--- src/rtl/game_referee.sv ---
// game_referee -- referee for a two-snake game on a GRID_W x GRID_H playfield.
//
// A round starts by clearing the external occupancy RAM. The block then
// waits for game steps. On each accepted step it reads the occupancy of both
// heads, decides whether either head crashed, and then either declares a
// result or marks both head cells as occupied.
//
// Ports
//   Clk, Reset                 clock (rising edge), async active-high reset
//   round_start                pulse: begin a new round (highest priority)
//   frame_tick, pause          step pulse; ignored while pause is high
//   head{1,2}_{x,y}            snake head cell coordinates
//   occ_rd_addr / occ_rd_data  occupancy RAM read port, {y,x}, 1-cycle latency
//   occ_we/_wr_addr/_wr_data   occupancy RAM write port
//   player1wins/player2wins/tie  registered round result levels
//   busy                       high outside IDLE, WAIT_TICK and DONE
//   step_count                 completed steps, saturating
module game_referee #(
  parameter int GRID_W = 64,
  parameter int GRID_H = 48
) (
  input  logic        Clk,
  input  logic        Reset,
  input  logic        round_start,
  input  logic        frame_tick,
  input  logic        pause,
  input  logic [5:0]  head1_x,
  input  logic [5:0]  head1_y,
  input  logic [5:0]  head2_x,
  input  logic [5:0]  head2_y,
  output logic [11:0] occ_rd_addr,
  input  logic        occ_rd_data,
  output logic        occ_we,
  output logic [11:0] occ_wr_addr,
  output logic        occ_wr_data,
  output logic        player1wins,
  output logic        player2wins,
  output logic        tie,
  output logic        busy,
  output logic [15:0] step_count
);

  localparam logic [3:0] IDLE      = 4'd0;
  localparam logic [3:0] CLEAR     = 4'd1;
  localparam logic [3:0] WAIT_TICK = 4'd2;
  localparam logic [3:0] RD1       = 4'd3;
  localparam logic [3:0] RD2       = 4'd4;
  localparam logic [3:0] EVAL      = 4'd5;
  localparam logic [3:0] MARK1     = 4'd6;
  localparam logic [3:0] MARK2     = 4'd7;
  localparam logic [3:0] DONE      = 4'd8;

  localparam logic [5:0] LAST_X = 6'(GRID_W - 1);
  localparam logic [5:0] LAST_Y = 6'(GRID_H - 1);

  logic [3:0] state;
  logic [5:0] idx_x, idx_y;
  logic [5:0] h1x, h1y, h2x, h2y;
  logic       occ1_q;

  logic oob1, oob2, same_cell, crash1, crash2;

  // Head 1 occupancy was captured in RD2; head 2 occupancy is on the read
  // port during EVAL. An out-of-bounds address aliases some other cell, so
  // its occupancy bit is masked off.
  always_comb begin
    oob1      = (int'(h1x) >= GRID_W) || (int'(h1y) >= GRID_H);
    oob2      = (int'(h2x) >= GRID_W) || (int'(h2y) >= GRID_H);
    same_cell = (h1x == h2x) && (h1y == h2y);
    crash1    = oob1 || (occ1_q && !oob1) || same_cell;
    crash2    = oob2 || (occ_rd_data && !oob2) || same_cell;
  end

  always_ff @(posedge Clk or posedge Reset) begin
    if (Reset) begin
      state       <= IDLE;
      idx_x       <= '0;
      idx_y       <= '0;
      h1x         <= '0;
      h1y         <= '0;
      h2x         <= '0;
      h2y         <= '0;
      occ1_q      <= 1'b0;
      player1wins <= 1'b0;
      player2wins <= 1'b0;
      tie         <= 1'b0;
      step_count  <= '0;
    end else if (round_start) begin
      state       <= CLEAR;
      idx_x       <= '0;
      idx_y       <= '0;
      player1wins <= 1'b0;
      player2wins <= 1'b0;
      tie         <= 1'b0;
      step_count  <= '0;
    end else begin
      case (state)
        CLEAR: begin
          if (idx_x == LAST_X) begin
            idx_x <= '0;
            idx_y <= idx_y + 6'd1;
          end else begin
            idx_x <= idx_x + 6'd1;
          end
          if (idx_x == LAST_X && idx_y == LAST_Y) state <= WAIT_TICK;
        end
        WAIT_TICK: begin
          if (frame_tick && !pause) begin
            h1x   <= head1_x;
            h1y   <= head1_y;
            h2x   <= head2_x;
            h2y   <= head2_y;
            state <= RD1;
          end
        end
        RD1: state <= RD2;
        RD2: begin
          occ1_q <= occ_rd_data;
          state  <= EVAL;
        end
        EVAL: begin
          if (crash1 || crash2) begin
            tie         <= crash1 && crash2;
            player2wins <= crash1 && !crash2;
            player1wins <= crash2 && !crash1;
            state       <= DONE;
          end else begin
            state <= MARK1;
          end
        end
        MARK1: state <= MARK2;
        MARK2: begin
          if (step_count != 16'hFFFF) step_count <= step_count + 16'd1;
          state <= WAIT_TICK;
        end
        IDLE:    state <= IDLE;
        DONE:    state <= DONE;
        default: state <= IDLE;
      endcase
    end
  end

  // RAM port drive is purely a function of state so it is quiet (all zero)
  // in IDLE, WAIT_TICK and DONE, including immediately on Reset.
  always_comb begin
    occ_rd_addr = '0;
    occ_we      = 1'b0;
    occ_wr_addr = '0;
    occ_wr_data = 1'b0;
    busy        = 1'b1;
    case (state)
      CLEAR: begin
        occ_we      = 1'b1;
        occ_wr_addr = {idx_y, idx_x};
      end
      RD1: occ_rd_addr = {h1y, h1x};
      RD2: occ_rd_addr = {h2y, h2x};
      MARK1: begin
        occ_we      = 1'b1;
        occ_wr_addr = {h1y, h1x};
        occ_wr_data = 1'b1;
      end
      MARK2: begin
        occ_we      = 1'b1;
        occ_wr_addr = {h2y, h2x};
        occ_wr_data = 1'b1;
      end
      IDLE, WAIT_TICK, DONE: busy = 1'b0;
      default: ;
    endcase
  end

endmodule

--- config.mk ---
export PLATFORM = sky130hd
export DESIGN_NAME = game_referee
export DESIGN_NICKNAME = d
export VERILOG_FILES = /design/src/rtl/game_referee.sv
export SDC_FILE = /design/constraint.sdc
export NUM_CORES = 1
export LEC_CHECK = 0
export CAP_MARGIN = 20
export CORE_MARGIN = 8
export CORE_UTILIZATION = 50
export CTS_CLUSTER_DIAMETER = 120
export DETAILED_ROUTE_END_ITERATION = 10
export DONT_BUFFER_PORTS = 1
export GPL_ROUTABILITY_DRIVEN = 0
export GPL_TIMING_DRIVEN = 0
export PLACE_DENSITY = 0.69
export RECOVER_POWER = 100
export SYNTH_ARGS = -nofsm -noshare
export SYNTH_HDL_FRONTEND = slang
export SYNTH_SLANG_ARGS = --single-unit
--- constraint.sdc ---
create_clock -name Clk -period 4.1 [get_ports Clk]
set_input_delay 0.41 -clock Clk [delete_from_list [all_inputs] [get_ports Clk]]
set_output_delay 0.41 -clock Clk [all_outputs]
set_load 0.01 [all_outputs]
Word-level counts from Yosys, hierarchy flattened
Index checks and enable logic that the tools add are counted.
{"block": "classes", "n_eq_ne": 15, "bitwise": 1, "reduce_logical": 34, "n_mux": 28, "add_sub_neg": 3, "n_lt_le_gt_ge": 2}
{"cell": "16-bit 2-to-1 mux", "n": 3}
{"cell": "6-bit 2-to-1 mux", "n": 6}
{"cell": "12-bit one-hot mux with 3 select lines", "n": 1}
{"cell": "4-bit one-hot mux with 8 select lines", "n": 1}
{"cell": "12-bit one-hot mux with 2 select lines", "n": 1}
{"cell": "16-bit by 1-bit adder with 16-bit output (second input constant)", "n": 1}
{"cell": "4-bit by 3-bit == test with 1-bit output (second input constant)", "n": 4}
{"cell": "4-bit 2-to-1 mux", "n": 4}
{"cell": "16-bit inequality test (second input constant)", "n": 1}
{"cell": "6-bit by 1-bit adder with 6-bit output (second input constant)", "n": 2}
{"cell": "6-bit == test", "n": 2}
{"cell": "6-bit == test (second input constant)", "n": 2}
{"cell": "6-bit greater-or-equal comparator (second input constant)", "n": 2}
{"cell": "1-bit 2-to-1 mux", "n": 12}
{"cell": "2-bit nonzero test", "n": 6}
{"cell": "2-bit AND reduction", "n": 5}
{"cell": "4-bit by 2-bit == test with 1-bit output (second input constant)", "n": 2}
{"cell": "1-bit logical AND", "n": 8}
{"cell": "3-bit inequality test (second input constant)", "n": 2}
{"cell": "3-bit OR reduction", "n": 2}
{"cell": "1-bit zero test", "n": 5}
{"cell": "1-bit logical OR", "n": 5}
{"cell": "4-bit by 1-bit == test with 1-bit output (second input constant)", "n": 1}
{"cell": "4-bit == test (second input constant)", "n": 1}
{"cell": "4 further kinds", "n": 4}
{"block": "totals", "out_inout_bits": 46, "ff_bits": 60, "inputBits": 30, "elab_cells": 95}

Depth between registers and ports, before layout
{"block": "logic_depth", "depth_word": 10, "depth_mapped": 7, "ltp_nobuf": 6}

Least setup slack after synthesis
No wires, ideal clock.
{"block": "synth_timing", "path_type": "reg2out", "start": "register state[0]", "end": "output occ_rd_addr[0]", "t_arrival_ps": 1563, "slack_ps": 2127, "n_path_buf": 2, "required_ps": 3690, "stages_incl_launch_ff": 5, "path_cell_list": "dfrtp_1 -> clkbuf_1 -> nor4b_1 -> buf_2 -> a22o_1"}
{"block": "synth_between", "elab_chain_len": 2, "word_cells_on_any_way": 3, "cone_classes": "eq/ne (2); mux (1)"}
{"element": "start, declared", "line_no": "56", "rtl": "logic [3:0] state;"}
{"element": "start signal, assigned", "line_no": "76", "rtl": "state <= IDLE;"}
{"element": "start signal, assigned", "line_no": "89", "rtl": "state <= CLEAR;"}
{"element": "start signal, assigned", "line_no": "105", "rtl": "if (idx_x == LAST_X && idx_y == LAST_Y) state <= WAIT_TICK;"}
{"element": "4-bit by 3-bit == test with 1-bit output or 4-bit by 2-bit == test with 1-bit output (tied branches)", "line_no": "151", "rtl": "case (state)"}
{"element": "12-bit one-hot mux with 2 select lines *", "line_no": "151"}
{"element": "end, declared", "line_no": "31", "rtl": "output logic [11:0] occ_rd_addr,"}
Mark *: on every way between the ends. The rest lies on a longest branch, timed or not.

Worst setup path in the final report
{"block": "layout_timing", "start": "register state[1]", "end": "output occ_wr_addr[10]"}
{"block": "layout_between", "elab_chain_len": 2, "word_cells_on_any_way": 4, "cone_classes": "eq/ne (3); mux (1)"}
{"element": "4-bit by 3-bit == test with 1-bit output or 4-bit by 1-bit == test with 1-bit output (tied branches)", "line_no": "151"}
{"element": "12-bit one-hot mux with 3 select lines *", "line_no": "151"}
{"element": "end, declared", "line_no": "34", "rtl": "output logic [11:0] occ_wr_addr,"}
Marked as above.

==> impl_metrics.xml <==
<?xml version="1.0" encoding="UTF-8"?>
<metrics>
  <group name="finish">
    <metric name="postLayoutCoreUtil" unit="">0.5406</metric>
    <metric name="synth_to_layout_area_growth" unit="%">5.910</metric>
    <metric name="insertedDiodeCount" unit="">0</metric>
    <metric name="design.final.nets" unit="">384</metric>
    <metric name="fraction_of_final_layout_cells_sized_beyond_drive_strength_1" unit="">0.1127</metric>
    <metric name="fin_area" unit="um^2">3632</metric>
  </group>
  <group name="sta">
    <metric name="worst_slew_margin_rel" unit="">0.01125</metric>
    <metric name="hold_slack" unit="ns">0.2153</metric>
    <metric name="setup-tns-final" unit="ns">0</metric>
    <metric name="final_period_minus_worst_setup_slack" unit="ns">3.181</metric>
    <metric name="timing.final.crit_share" unit="">0.7758</metric>
    <metric name="timing.final.setup_violations" unit="">0</metric>
    <metric name="clock.fmax" unit="MHz">314.4</metric>
    <metric name="worst_slew_pin_slew" unit="ns">1.463</metric>
    <metric name="final_max_slew_viol_count" unit="">0</metric>
    <metric name="timing.clock.skew" unit="ns">0.006015</metric>
    <metric name="rsz0062_at_grt" unit="">false</metric>
    <metric name="hold_viol" unit="">0</metric>
  </group>
  <group name="worst_setup_path">
    <metric name="timing.critical_path.fanout_max" unit="">10</metric>
    <metric name="critPathTopFamily" unit="">simple AND/OR/NAND/NOR gates</metric>
    <metric name="critical_path.cell_chain" unit="">nor4b_1 -&gt; clkbuf_1 -&gt; nand2_1 -&gt; o21ai_0</metric>
    <metric name="required" unit="ns">3.69</metric>
    <metric name="cp_slowest_cell" unit="">nor4b_1</metric>
    <metric name="arrival_time_of_data_at_the_critical_path_endpoint" unit="ns">2.77</metric>
    <metric name="critPathKind" unit="">flip-flop to output pin</metric>
    <metric name="cpPeakStageDelay" unit="ns">1.24</metric>
    <metric name="cp-end-kind" unit="">output pin</metric>
    <metric name="critical_path_launch_point_type" unit="">flip-flop</metric>
    <metric name="critPathBufInv" unit="">1</metric>
  </group>
  <group name="logic_synthesis">
    <metric name="synth_seq_area_share" unit="">0.4378</metric>
    <metric name="synth.net_count" unit="">371</metric>
    <metric name="synthesis.area" unit="um^2">3430</metric>
    <metric name="syn_inst" unit="">338</metric>
    <metric name="post_synth_most_frequent_cells" unit="">60 x dfrtp_1, 37 x nor2_1, 29 x nand2_1</metric>
    <metric name="synthMostInstantiatedCell" unit="">dfrtp_1</metric>
    <metric name="post_synth.cell_area_avg" unit="um^2">10.15</metric>
    <metric name="synth-seq-cells" unit="">60</metric>
    <metric name="synth_top_cell_by_area" unit="">dfrtp_1</metric>
    <metric name="synth_enable_flop_cells" unit="">0</metric>
    <metric name="dominantRegCellSynth" unit="">dfrtp_1</metric>
    <metric name="synth_top_area_frac" unit="">0.4378</metric>
    <metric name="synth.top_cells.by_area" unit="">dfrtp_1 44%, mux2_2 7.6%, xor2_1 5.4%</metric>
    <metric name="count_of_warnings_emitted_by_yosys" unit="">0</metric>
    <metric name="synthDistinctLibCells" unit="">50</metric>
    <metric name="synth_async_sr_flop_share" unit="">1.000</metric>
  </group>
  <group name="floorplanning">
    <metric name="start_util" unit="">0.5104</metric>
    <metric name="floorplan.rows" unit="">30</metric>
    <metric name="fp.dieW" unit="um">98.82</metric>
    <metric name="floorplan.die_area" unit="um^2">9765</metric>
    <metric name="design.core.area" unit="um^2">6719</metric>
    <metric name="floorplan.io_pins" unit="">76</metric>
    <metric name="die_height" unit="um">98.82</metric>
  </group>
  <group name="power_and_ir_drop">
    <metric name="leakage" unit="uW">0.001688</metric>
    <metric name="power.density" unit="nW/um^2">368.3</metric>
    <metric name="power.ir.vdd_worst" unit="mV">0.2308</metric>
  </group>
  <group name="drt">
    <metric name="detail_route.first_pass.iterations" unit="">4</metric>
    <metric name="average_vias_per_placed_instance" unit="">5.883</metric>
    <metric name="drt_iter0_drc" unit="">164</metric>
    <metric name="dr_total_vias" unit="">2559</metric>
    <metric name="antenna_violating_nets_post_route" unit="">0</metric>
    <metric name="drc" unit="">0</metric>
    <metric name="totalWireLength" unit="um">7959</metric>
    <metric name="detail_route.wl_per_cell" unit="um">18.30</metric>
  </group>
  <group name="grt">
    <metric name="overflow" unit="">0</metric>
    <metric name="number_of_global_route_vias_before_repair" unit="">2627</metric>
    <metric name="grt_antenna_before_repair" unit="">0</metric>
    <metric name="gr-usage-all-layers" unit="">0.1691</metric>
    <metric name="first_pass_grt_wire_length" unit="um">13150</metric>
    <metric name="maximum_number_of_pins_on_one_net_before_global_route_repair" unit="">42</metric>
  </group>
  <group name="clock_tree">
    <metric name="cts_resized" unit="">0</metric>
    <metric name="tritoncts" unit="">yes</metric>
    <metric name="insertion_delay" unit="ns">0.33</metric>
    <metric name="clock_tree.root_cell" unit="">clkbuf_8</metric>
    <metric name="path_clk_slew" unit="ns">0.06</metric>
    <metric name="cts_sinks" unit="">60</metric>
    <metric name="clk_path_buf_depth" unit="">2</metric>
    <metric name="cts_max_level" unit="">3</metric>
    <metric name="post_cts.repair.setup_buffers" unit="">0</metric>
    <metric name="cts_inserted_buffers" unit="">9</metric>
  </group>
  <group name="placement">
    <metric name="hpwlAfterDp" unit="um">5902</metric>
    <metric name="numPortBuffers" unit="">0</metric>
    <metric name="dpl_cell_area" unit="um^2">3550</metric>
  </group>
  <group name="run_status">
    <metric name="run_status" unit="">finished, violations left</metric>
    <metric name="failed_checks" unit="">max-capacitance violations</metric>
  </group>
  <group name="flow_run">
    <metric name="max_cap_violations" unit="">1</metric>
  </group>
  <group name="min_path">
    <metric name="min_path_type" unit="">primary input to flip-flop</metric>
  </group>
</metrics>
==> per-layer routing <==
metal | up-vias | wire (um) | track usage
met2 | 91 | 3565 | 0.2505
met1 | 1229 | 3384 | 0.1998
met4 | 0 | 115 | 0.07556
met5 | - | 0 | 0
li1 | 1230 | - | -
met3 | 9 | 894 | 0.08598
==> layout make-up <==
class,instances,area [um^2]
repair buffers,2,30.03
clock inverters,3,15.01
well taps,80,100.1
flip-flops and latches,60,1501
clock buffers,12,135.1
plain buffers,18,67.56
multi-input cells,256,1768
fillers,610,3087
inverters,4,15.01
==> state kept, by name (all words and copies together), names as in the netlist <==
name,flops
h2x,6
state,4
h2y,6
tie,1
h1y,6
idx_y,6
player1wins,1
h1x,6
player2wins,1
step_count,16
occ1_q,1
idx_x,6
==> cell families after synthesis <==
logic type / after synthesis / share of synthesized area
adders and majority gates: 3 / 0.01095
DFF: 60 / 0.4378
AOI/OAI and AO/OA: 61 / 0.1251
muxes: 40 / 0.1259
and+or+nand+nor: 118 / 0.1846
buffers and inverters: 22 / 0.02882
xor gates and xnor gates: 34 / 0.08683
==> placed cells by master (no fill, tap or decap), drive strengths merged, types with 4 or more instances in the layout <==
master and count:
nand3 11, nor4b 4, dfrtp 60, nand4 7, a21oi 13, nand3b 4
nor3 4, o21ai 18, nor2 37, mux2 25, mux2i 15, a22o 12
xnor2 13, a211oi 5, and3 4, nand2 29, xor2 21, clkbuf 30
inv 4
==> final timing paths <==
| path | start | to | slack, ns | cells past startpoint |
|---|---|---|---|---|
| worst max-delay path | state[1]$_DFFE_PP0P_ | occ_wr_addr[10] | 0.92 | 4 |
| worst min-delay path | head2_y[3] | h2y[3]$_DFFE_PP0P_ | 0.22 | 1 |
| worst max register to register | state[1]$_DFFE_PP0P_ | idx_y[5]$_DFFE_PP0P_ | 1.31 | 6 |
| worst min register to register | occ1_q$_DFFE_PP0P_ | occ1_q$_DFFE_PP0P_ | 0.51 | 1 |
| max in group asynchronous | Reset | step_count[8]$_DFFE_PP0P_ | 2.74 | 3 |
| min in group asynchronous | Reset | h2x[0]$_DFFE_PP0P_ | 0.67 | 2 |
==> what timing repair did <==
item                                    4_1_cts  5_1_grt
hold endpoints to repair                     19        0
endpoints found under the setup margin        0        0
hold buffers                                  1        0
==> stage by stage <==
step	cells	power [uW]	setup WS, ns
3_3_place_gp	418	919.1	1.530
3_5_place_dp	419	925.6	1.805
5_1_grt	435	1416	0.6363
6_report	435	1338	0.9191
4_1_cts	435	1360	1.439
2_1_floorplan	338	857.5	2.127
==> worst reg2reg max path, cell delays in order, from the launching register on <==
cell	delay, ns
dfrtp_1	0.46
nor4b_1	1.25
and4_1	0.32
clkbuf_1	0.25
o2111ai_1	0.16
xor2_1	0.16
nor2_1	0.06
==> power breakdown <==
group	internal, uW	switching (uW)
clock	213	215
combinational	84.3	177
sequential	616	32.0
Power figures use the tool's default switching activity.
